File: config.mk
export PLATFORM = sky130hd
export DESIGN_NAME = pn_result_sorter_flat
export DESIGN_NICKNAME = d
export VERILOG_FILES = /design/src/rtl/pn_result_sorter_if.sv /design/src/rtl/pn_result_sorter.sv /design/src/flat_wrapper.sv
export SDC_FILE = /design/constraint.sdc
export NUM_CORES = 1
export LEC_CHECK = 0
export ABC_CLOCK_PERIOD_IN_PS = 8700
export CAP_MARGIN = 20
export CORE_ASPECT_RATIO = 0.75
export CORE_MARGIN = 4
export CORE_UTILIZATION = 50
export CTS_CLUSTER_DIAMETER = 80
export CTS_CLUSTER_SIZE = 28
export DETAILED_ROUTE_END_ITERATION = 6
export HOLD_SLACK_MARGIN = 0.15
export PLACE_DENSITY = 0.7
export SYNTH_ARGS = -nofsm -noshare
export SYNTH_HDL_FRONTEND = slang
export SYNTH_SLANG_ARGS = --single-unit
File: constraint.sdc
create_clock -name clk -period 8.7 [get_ports clk]
set_input_delay 1.74 -clock clk [delete_from_list [all_inputs] [get_ports clk]]
set_output_delay 1.74 -clock clk [all_outputs]
set_load 0.03 [all_outputs]
File: src/rtl/pn_result_sorter_if.sv
// Stream interface between the Polish Notation evaluator, the result sorter and its consumer.
// The master side feeds results and receives sorted words; the slave side is the sorter.
interface pn_result_sorter_if #(
    parameter int WIDTH = 32
);
    logic             in_valid;
    logic [WIDTH-1:0] in_data;
    logic             in_last;
    logic             descend;
    logic             in_ready;
    logic             out_valid;
    logic [WIDTH-1:0] out_data;
    logic             out_last;
    logic             overflow;

    modport master (
        output in_valid, in_data, in_last, descend,
        input  in_ready, out_valid, out_data, out_last, overflow
    );

    modport slave (
        input  in_valid, in_data, in_last, descend,
        output in_ready, out_valid, out_data, out_last, overflow
    );
endinterface

File: src/rtl/pn_result_sorter.sv
// Buffers one frame of evaluator results, sorts it with a DEPTH-phase odd-even
// transposition network and streams the sorted frame out one word per cycle.
//
//   state  | meaning
//   IDLE   | waiting for the first word of a frame
//   LOAD   | collecting words until in_last (extra words dropped, overflow set)
//   SORT   | DEPTH compare/swap phases, even pairs then odd pairs
//   OUT    | streaming count sorted words, out_last on the final one
module pn_result_sorter #(
    parameter int DEPTH = 4,
    parameter int WIDTH = 32,
    parameter int CNT_W = 3
) (
    input  logic              clk,
    input  logic              rst_n,
    pn_result_sorter_if.slave res_if
);
    localparam int IDX_W = (DEPTH > 1) ? $clog2(DEPTH) : 1;

    localparam logic [1:0] S_IDLE = 2'd0;
    localparam logic [1:0] S_LOAD = 2'd1;
    localparam logic [1:0] S_SORT = 2'd2;
    localparam logic [1:0] S_OUT  = 2'd3;

    logic [1:0]       state_q, state_d;
    logic [CNT_W-1:0] count_q, count_d;
    logic [CNT_W-1:0] ptr_q, ptr_d;
    logic             order_q, order_d;
    logic             ovf_q, ovf_d;
    logic [WIDTH-1:0] entry_q [DEPTH];
    logic [WIDTH-1:0] entry_d [DEPTH];
    logic             out_valid_q, out_valid_d;
    logic [WIDTH-1:0] out_data_q, out_data_d;
    logic             out_last_q, out_last_d;

    function automatic logic needs_swap(input logic [WIDTH-1:0] a,
                                        input logic [WIDTH-1:0] b,
                                        input logic             desc);
        return desc ? ($signed(a) < $signed(b)) : ($signed(a) > $signed(b));
    endfunction

    always_comb begin
        state_d     = state_q;
        count_d     = count_q;
        ptr_d       = ptr_q;
        order_d     = order_q;
        ovf_d       = ovf_q;
        entry_d     = entry_q;
        out_valid_d = 1'b0;
        out_data_d  = '0;
        out_last_d  = 1'b0;
        case (state_q)
            S_IDLE: begin
                if (res_if.in_valid) begin
                    entry_d[0] = res_if.in_data;
                    order_d    = res_if.descend;
                    count_d    = CNT_W'(1);
                    ovf_d      = 1'b0;
                    ptr_d      = '0;
                    state_d    = res_if.in_last ? S_SORT : S_LOAD;
                end
            end
            S_LOAD: begin
                if (res_if.in_valid) begin
                    if (count_q < CNT_W'(DEPTH)) begin
                        entry_d[count_q[IDX_W-1:0]] = res_if.in_data;
                        count_d = count_q + CNT_W'(1);
                    end else begin
                        ovf_d = 1'b1;
                    end
                    if (res_if.in_last) begin
                        ptr_d   = '0;
                        state_d = S_SORT;
                    end
                end
            end
            S_SORT: begin
                // Pairs within one phase are disjoint, so all swaps read the registered entries.
                for (int i = 0; i < DEPTH - 1; i++) begin
                    if (((i % 2) == int'(ptr_q[0])) && ((i + 1) < int'(count_q))) begin
                        if (needs_swap(entry_q[i], entry_q[i+1], order_q)) begin
                            entry_d[i]   = entry_q[i+1];
                            entry_d[i+1] = entry_q[i];
                        end
                    end
                end
                if (ptr_q == CNT_W'(DEPTH - 1)) begin
                    ptr_d   = '0;
                    state_d = S_OUT;
                end else begin
                    ptr_d = ptr_q + CNT_W'(1);
                end
            end
            S_OUT: begin
                out_valid_d = 1'b1;
                out_data_d  = entry_q[ptr_q[IDX_W-1:0]];
                ptr_d       = ptr_q + CNT_W'(1);
                if (ptr_q == count_q - CNT_W'(1)) begin
                    out_last_d = 1'b1;
                    state_d    = S_IDLE;
                end
            end
            default: state_d = S_IDLE;
        endcase
    end

    always_ff @(posedge clk or posedge rst_n) begin
        if (rst_n) begin
            state_q     <= S_IDLE;
            count_q     <= '0;
            ptr_q       <= '0;
            order_q     <= 1'b0;
            ovf_q       <= 1'b0;
            out_valid_q <= 1'b0;
            out_data_q  <= '0;
            out_last_q  <= 1'b0;
            for (int i = 0; i < DEPTH; i++) begin
                entry_q[i] <= '0;
            end
        end else begin
            state_q     <= state_d;
            count_q     <= count_d;
            ptr_q       <= ptr_d;
            order_q     <= order_d;
            ovf_q       <= ovf_d;
            out_valid_q <= out_valid_d;
            out_data_q  <= out_data_d;
            out_last_q  <= out_last_d;
            for (int i = 0; i < DEPTH; i++) begin
                entry_q[i] <= entry_d[i];
            end
        end
    end

    assign res_if.in_ready  = (state_q == S_IDLE) || (state_q == S_LOAD);
    assign res_if.out_valid = out_valid_q;
    assign res_if.out_data  = out_data_q;
    assign res_if.out_last  = out_last_q;
    assign res_if.overflow  = ovf_q;
endmodule

File: src/flat_wrapper.sv
// flat-port wrapper written by rule: the top's interface ports become plain ports
module pn_result_sorter_flat 
#(
    parameter int DEPTH = 4,
    parameter int WIDTH = 32,
    parameter int CNT_W = 3
)
  (clk, rst_n, res_if_in_valid, res_if_in_data, res_if_in_last, res_if_descend, res_if_in_ready, res_if_out_valid, res_if_out_data, res_if_out_last, res_if_overflow);
  pn_result_sorter_if #(.WIDTH(WIDTH)) res_if_i ();
  input  logic clk;
  input  logic rst_n;
  input wire logic [$bits(res_if_i.in_valid)-1:0] res_if_in_valid;
  input wire logic [$bits(res_if_i.in_data)-1:0] res_if_in_data;
  input wire logic [$bits(res_if_i.in_last)-1:0] res_if_in_last;
  input wire logic [$bits(res_if_i.descend)-1:0] res_if_descend;
  output wire logic [$bits(res_if_i.in_ready)-1:0] res_if_in_ready;
  output wire logic [$bits(res_if_i.out_valid)-1:0] res_if_out_valid;
  output wire logic [$bits(res_if_i.out_data)-1:0] res_if_out_data;
  output wire logic [$bits(res_if_i.out_last)-1:0] res_if_out_last;
  output wire logic [$bits(res_if_i.overflow)-1:0] res_if_overflow;
  assign res_if_i.in_valid = res_if_in_valid;
  assign res_if_i.in_data = res_if_in_data;
  assign res_if_i.in_last = res_if_in_last;
  assign res_if_i.descend = res_if_descend;
  assign res_if_in_ready = res_if_i.in_ready;
  assign res_if_out_valid = res_if_i.out_valid;
  assign res_if_out_data = res_if_i.out_data;
  assign res_if_out_last = res_if_i.out_last;
  assign res_if_overflow = res_if_i.overflow;
  pn_result_sorter #(.DEPTH(DEPTH), .WIDTH(WIDTH), .CNT_W(CNT_W)) u_core (.clk(clk), .rst_n(rst_n), .res_if(res_if_i));
endmodule
==> results.rst <==
.. list-table::
   :header-rows: 1

   * - Metric
     - Value
   * - Sequential fraction of the synthesis area
     - 36.5%
   * - Endpoints failing setup
     - 0
   * - Worst slew pin tran
     - 1.11 ns
   * - Pin count of the biggest net entering global routing
     - 69
   * - Setup slack on the worst flop-to-flop path
     - between 4 and 5 ns
   * - Worst setup path start
     - u_core.entry_q[83]
   * - Kind of start point of the critical path
     - register
   * - Clock Pin Slew Worst Setup and Hold Paths
     - 0.08 ns
   * - Number of top-level pins
     - 73
   * - Total routing resource utilization after global routing
     - roughly 28%
   * - Area used by sequential logic in the layout
     - 0.00431 mm2
   * - Wire length of the first global-routing pass
     - 57500 um
   * - Top cells by area, synth
     - sky130_fd_sc_hd__dfrtp_1, sky130_fd_sc_hd__ha_1, sky130_fd_sc_hd__mux4_2
   * - Number of DRC violations after detailed routing
     - 1
   * - Post-synth net total
     - 1293
   * - Yosys reg bits
     - between 150 and 200
   * - Syn Std Cell Area
     - 0.0118 mm2
   * - Ant. Diodes
     - 0
   * - Cell depth of the worst flop-to-flop path
     - 12
   * - Die span in y
     - 141 um
   * - Buffers added on ports
     - 72
   * - Routed wirelength normalized by instance count
     - 24.5 um
   * - Number of synthesized flops with an enable pin
     - 0
   * - Htree depth
     - 4
   * - Count of buffers added by post-CTS timing repair for setup
     - 0
   * - Vias in the first global route
     - 9879
   * - Power density cells
     - 387 mW/mm2
   * - Share of async-settable or async-resettable flops after synthesis
     - 100%
   * - Clock net sink count
     - roughly 170
   * - Util after Layout
     - 57.8%
   * - Area growth from synthesis to final layout
     - 13.4%
   * - Unrepaired setup endpoints after global routing
     - false
   * - Start of the worst register-to-register path
     - u_core.entry_q[83]
   * - Reported leakage power
     - 5.72 nW
   * - TritonCTS clock tree
     - yes
   * - Endpoint of the worst register-to-register path
     - u_core.entry_q[65]
   * - Area share of the largest cell type after synthesis
     - approximately 36%
   * - Initial core utilization
     - 51.0%
   * - Hold slack
     - 0.544 ns
   * - Final hold vios
     - 0
   * - CP Max Fanout
     - 33
   * - Area used by multi-input combinational logic
     - 0.00665 mm2
   * - Mapped Cells
     - 1149
   * - Layout cells sized above 1
     - 8.88%
   * - Via count of the routed design
     - a little over 10000
   * - Worst clock skew
     - 0.0131 ns
   * - Die W
     - 185 um
   * - Total CTS buffers
     - 17
   * - Net count of the finished layout
     - between 1000 and 1500
   * - Final-report max-slew violation count
     - 0
   * - Vias per Instance
     - ~6.9
   * - Die Footprint
     - roughly 0.026 mm2
   * - RD Place Congestion
     - 0.921
   * - Ys Warns
     - 0
   * - Antenna Violating Nets Remaining
     - 0
   * - First drt pass iteration count
     - 7
   * - Buffers from clock root to sink, at most
     - 2
   * - Overflow after GRT
     - 0
   * - Number of antenna violations at the first check in global routing
     - 1
   * - Kind of end point of the critical path
     - register
   * - Time the worst path needs with I/O delays and setup
     - 4.58 ns
   * - Count of distinct cell types in the synthesized netlist
     - 52
   * - Maximum achievable frequency
     - about 220 MHz
   * - End point of the critical path
     - u_core.entry_q[65]
   * - Max-cap violation count
     - 0
   * - DR iter-0 viols
     - 1571
   * - Most used standard cell by instance count after synthesis
     - sky130_fd_sc_hd__dfrtp_1
   * - Ratio of final minimum period to clock period
     - 52.6%
   * - Core Box Area
     - 0.0231 mm2
   * - Insertion delay to the later sink of the worst-skew pair
     - about 0.45 ns
   * - Post-synth top area cell
     - sky130_fd_sc_hd__dfrtp_1
   * - Data required, critical path
     - approximately 9 ns
   * - Hold WC Path Type
     - register to register
   * - IR drop worst, VDD
     - 0.372 mV
   * - Mapped Avg Cell Area
     - between 10 and 15 um2
   * - Root buffer cell
     - sky130_fd_sc_hd__clkbuf_16
   * - Final WL
     - about 37000 um
   * - Count of hold buffers inserted by post-cts repair
     - 0
   * - Category of the critical setup timing path
     - register to register
   * - Worst rel slew slack
     - 25.4%
   * - Primary FF master, synth
     - sky130_fd_sc_hd__dfrtp_1
   * - List of most frequent post-synthesis cells
     - sky130_fd_sc_hd__dfrtp_1, sky130_fd_sc_hd__inv_1, sky130_fd_sc_hd__ha_1
   * - Failing checks
     - design-rule violations
   * - Crit path arrival time
     - 4.86 ns
   * - Number of gates given a new drive strength after cts
     - 0
   * - Row count
     - 48
   * - DP Wirelength
     - 22700 um
   * - Fillers
     - 1949
   * - Run status
     - finished, violations left
   * - Sum Neg Setup Slack
     - 0 ns
flip-flops by register name, indices dropped and copies added, names as in the netlist:
signal / cells
u_core.res_if.overflow: 1
u_core.state_q: 2
u_core.res_if.out_valid: 1
u_core.count_q: 3
u_core.res_if.out_last: 1
u_core.res_if.out_data: 32
u_core.entry_q: 128
u_core.ptr_q: 3
u_core.order_q: 1
metrics by stage:
step / setup WS (ns) / power, mW / instance area (um2) / instances
3_5_place_dp: 3.96 / 4.33 / 12700 / 1459
3_3_place_gp: 4.03 / 4.27 / 12700 / 1459
6_report: 4.12 / 5.18 / 13400 / 1494
4_1_cts: 3.95 / 5.11 / 13300 / 1491
2_1_floorplan: 2.30 / 3.44 / 11800 / 1149
5_1_grt: 3.98 / 5.51 / 13400 / 1494
critical path: stages, from the launching register on:
cell and delay (ns):
sky130_fd_sc_hd__dfrtp_1 0.49, sky130_fd_sc_hd__inv_1 0.08, sky130_fd_sc_hd__ha_1 0.33, sky130_fd_sc_hd__a21oi_1 0.14, sky130_fd_sc_hd__o21ai_0 0.21, sky130_fd_sc_hd__a221oi_1 0.49
sky130_fd_sc_hd__o21ai_0 0.20, sky130_fd_sc_hd__or3_1 0.37, sky130_fd_sc_hd__a221o_1 0.45, sky130_fd_sc_hd__a21oi_4 0.15, sky130_fd_sc_hd__buf_4 0.56, sky130_fd_sc_hd__o21a_1 0.66
sky130_fd_sc_hd__o221ai_1 0.26
cells in the final DEF, fill, tap and decap left out, drive strengths merged, types with 33 or more instances in the layout:
cell type	synthesis	layout
dfrtp	172	172
and2	35	35
ha	107	107
a22o	33	33
nand2	46	46
clkdlybuf4s50	0	72
inv	139	142
mux2i	57	57
nor3	33	33
a21oi	54	54
o21ai	48	48
a221o	65	65
kinds of logic (layout without fill, tap and decap cells):
group	Yosys count	after routing	synth area share, %
flops	172	172	36.5
xor+xnor	4	4	0.297
simple gates	202	202	9.25
buf+inv	224	269	7.66
fa+ha+maj	107	107	11.3
compound gates	348	348	23.7
mux	92	92	11.2
how the worst min path moves through the flow:
stage / start / endpoint / cells after the start
2_1_floorplan: u_core.state_q[1] / u_core.state_q[1] / 1
3_3_place_gp: u_core.state_q[1] / u_core.state_q[1] / 1
3_5_place_dp: u_core.state_q[1] / u_core.state_q[1] / 1
4_1_cts: u_core.state_q[1] / u_core.state_q[1] / 1
5_1_grt: u_core.state_q[1] / u_core.state_q[1] / 1
6_report: u_core.res_if.overflow / u_core.res_if.overflow / 2
metal layers:
metal	vias to the layer above	share of wire [%]	GRT usage (%)
met3	80	12	8.43
met1	5029	45	43.0
li1	4510	-	-
met2	649	41	38.6
met4	2	2.3	8.65
met5	-	0.049	0
layout make-up:
class                           count  share of cell area [%]
Clock buffer                       20                    3.34
Clock inverter                     12                   0.861
Inverter                          141                    4.00
Multi-Input combinational cell    753                    49.8
Sequential cell                   172                    32.2
Tap cell                          300                    2.81
Timing Repair Buffer               96                    7.04
where the power goes:
part | total, mW | internal (mW) | switching [mW] | leakage (nW)
clock network | 0.761 | 0.404 | 0.356 | 0.256
registers | 1.49 | 1.08 | 0.414 | 2.26
logic | 2.92 | 1.23 | 1.69 | 3.21
(Power assumes the default switching activity.)
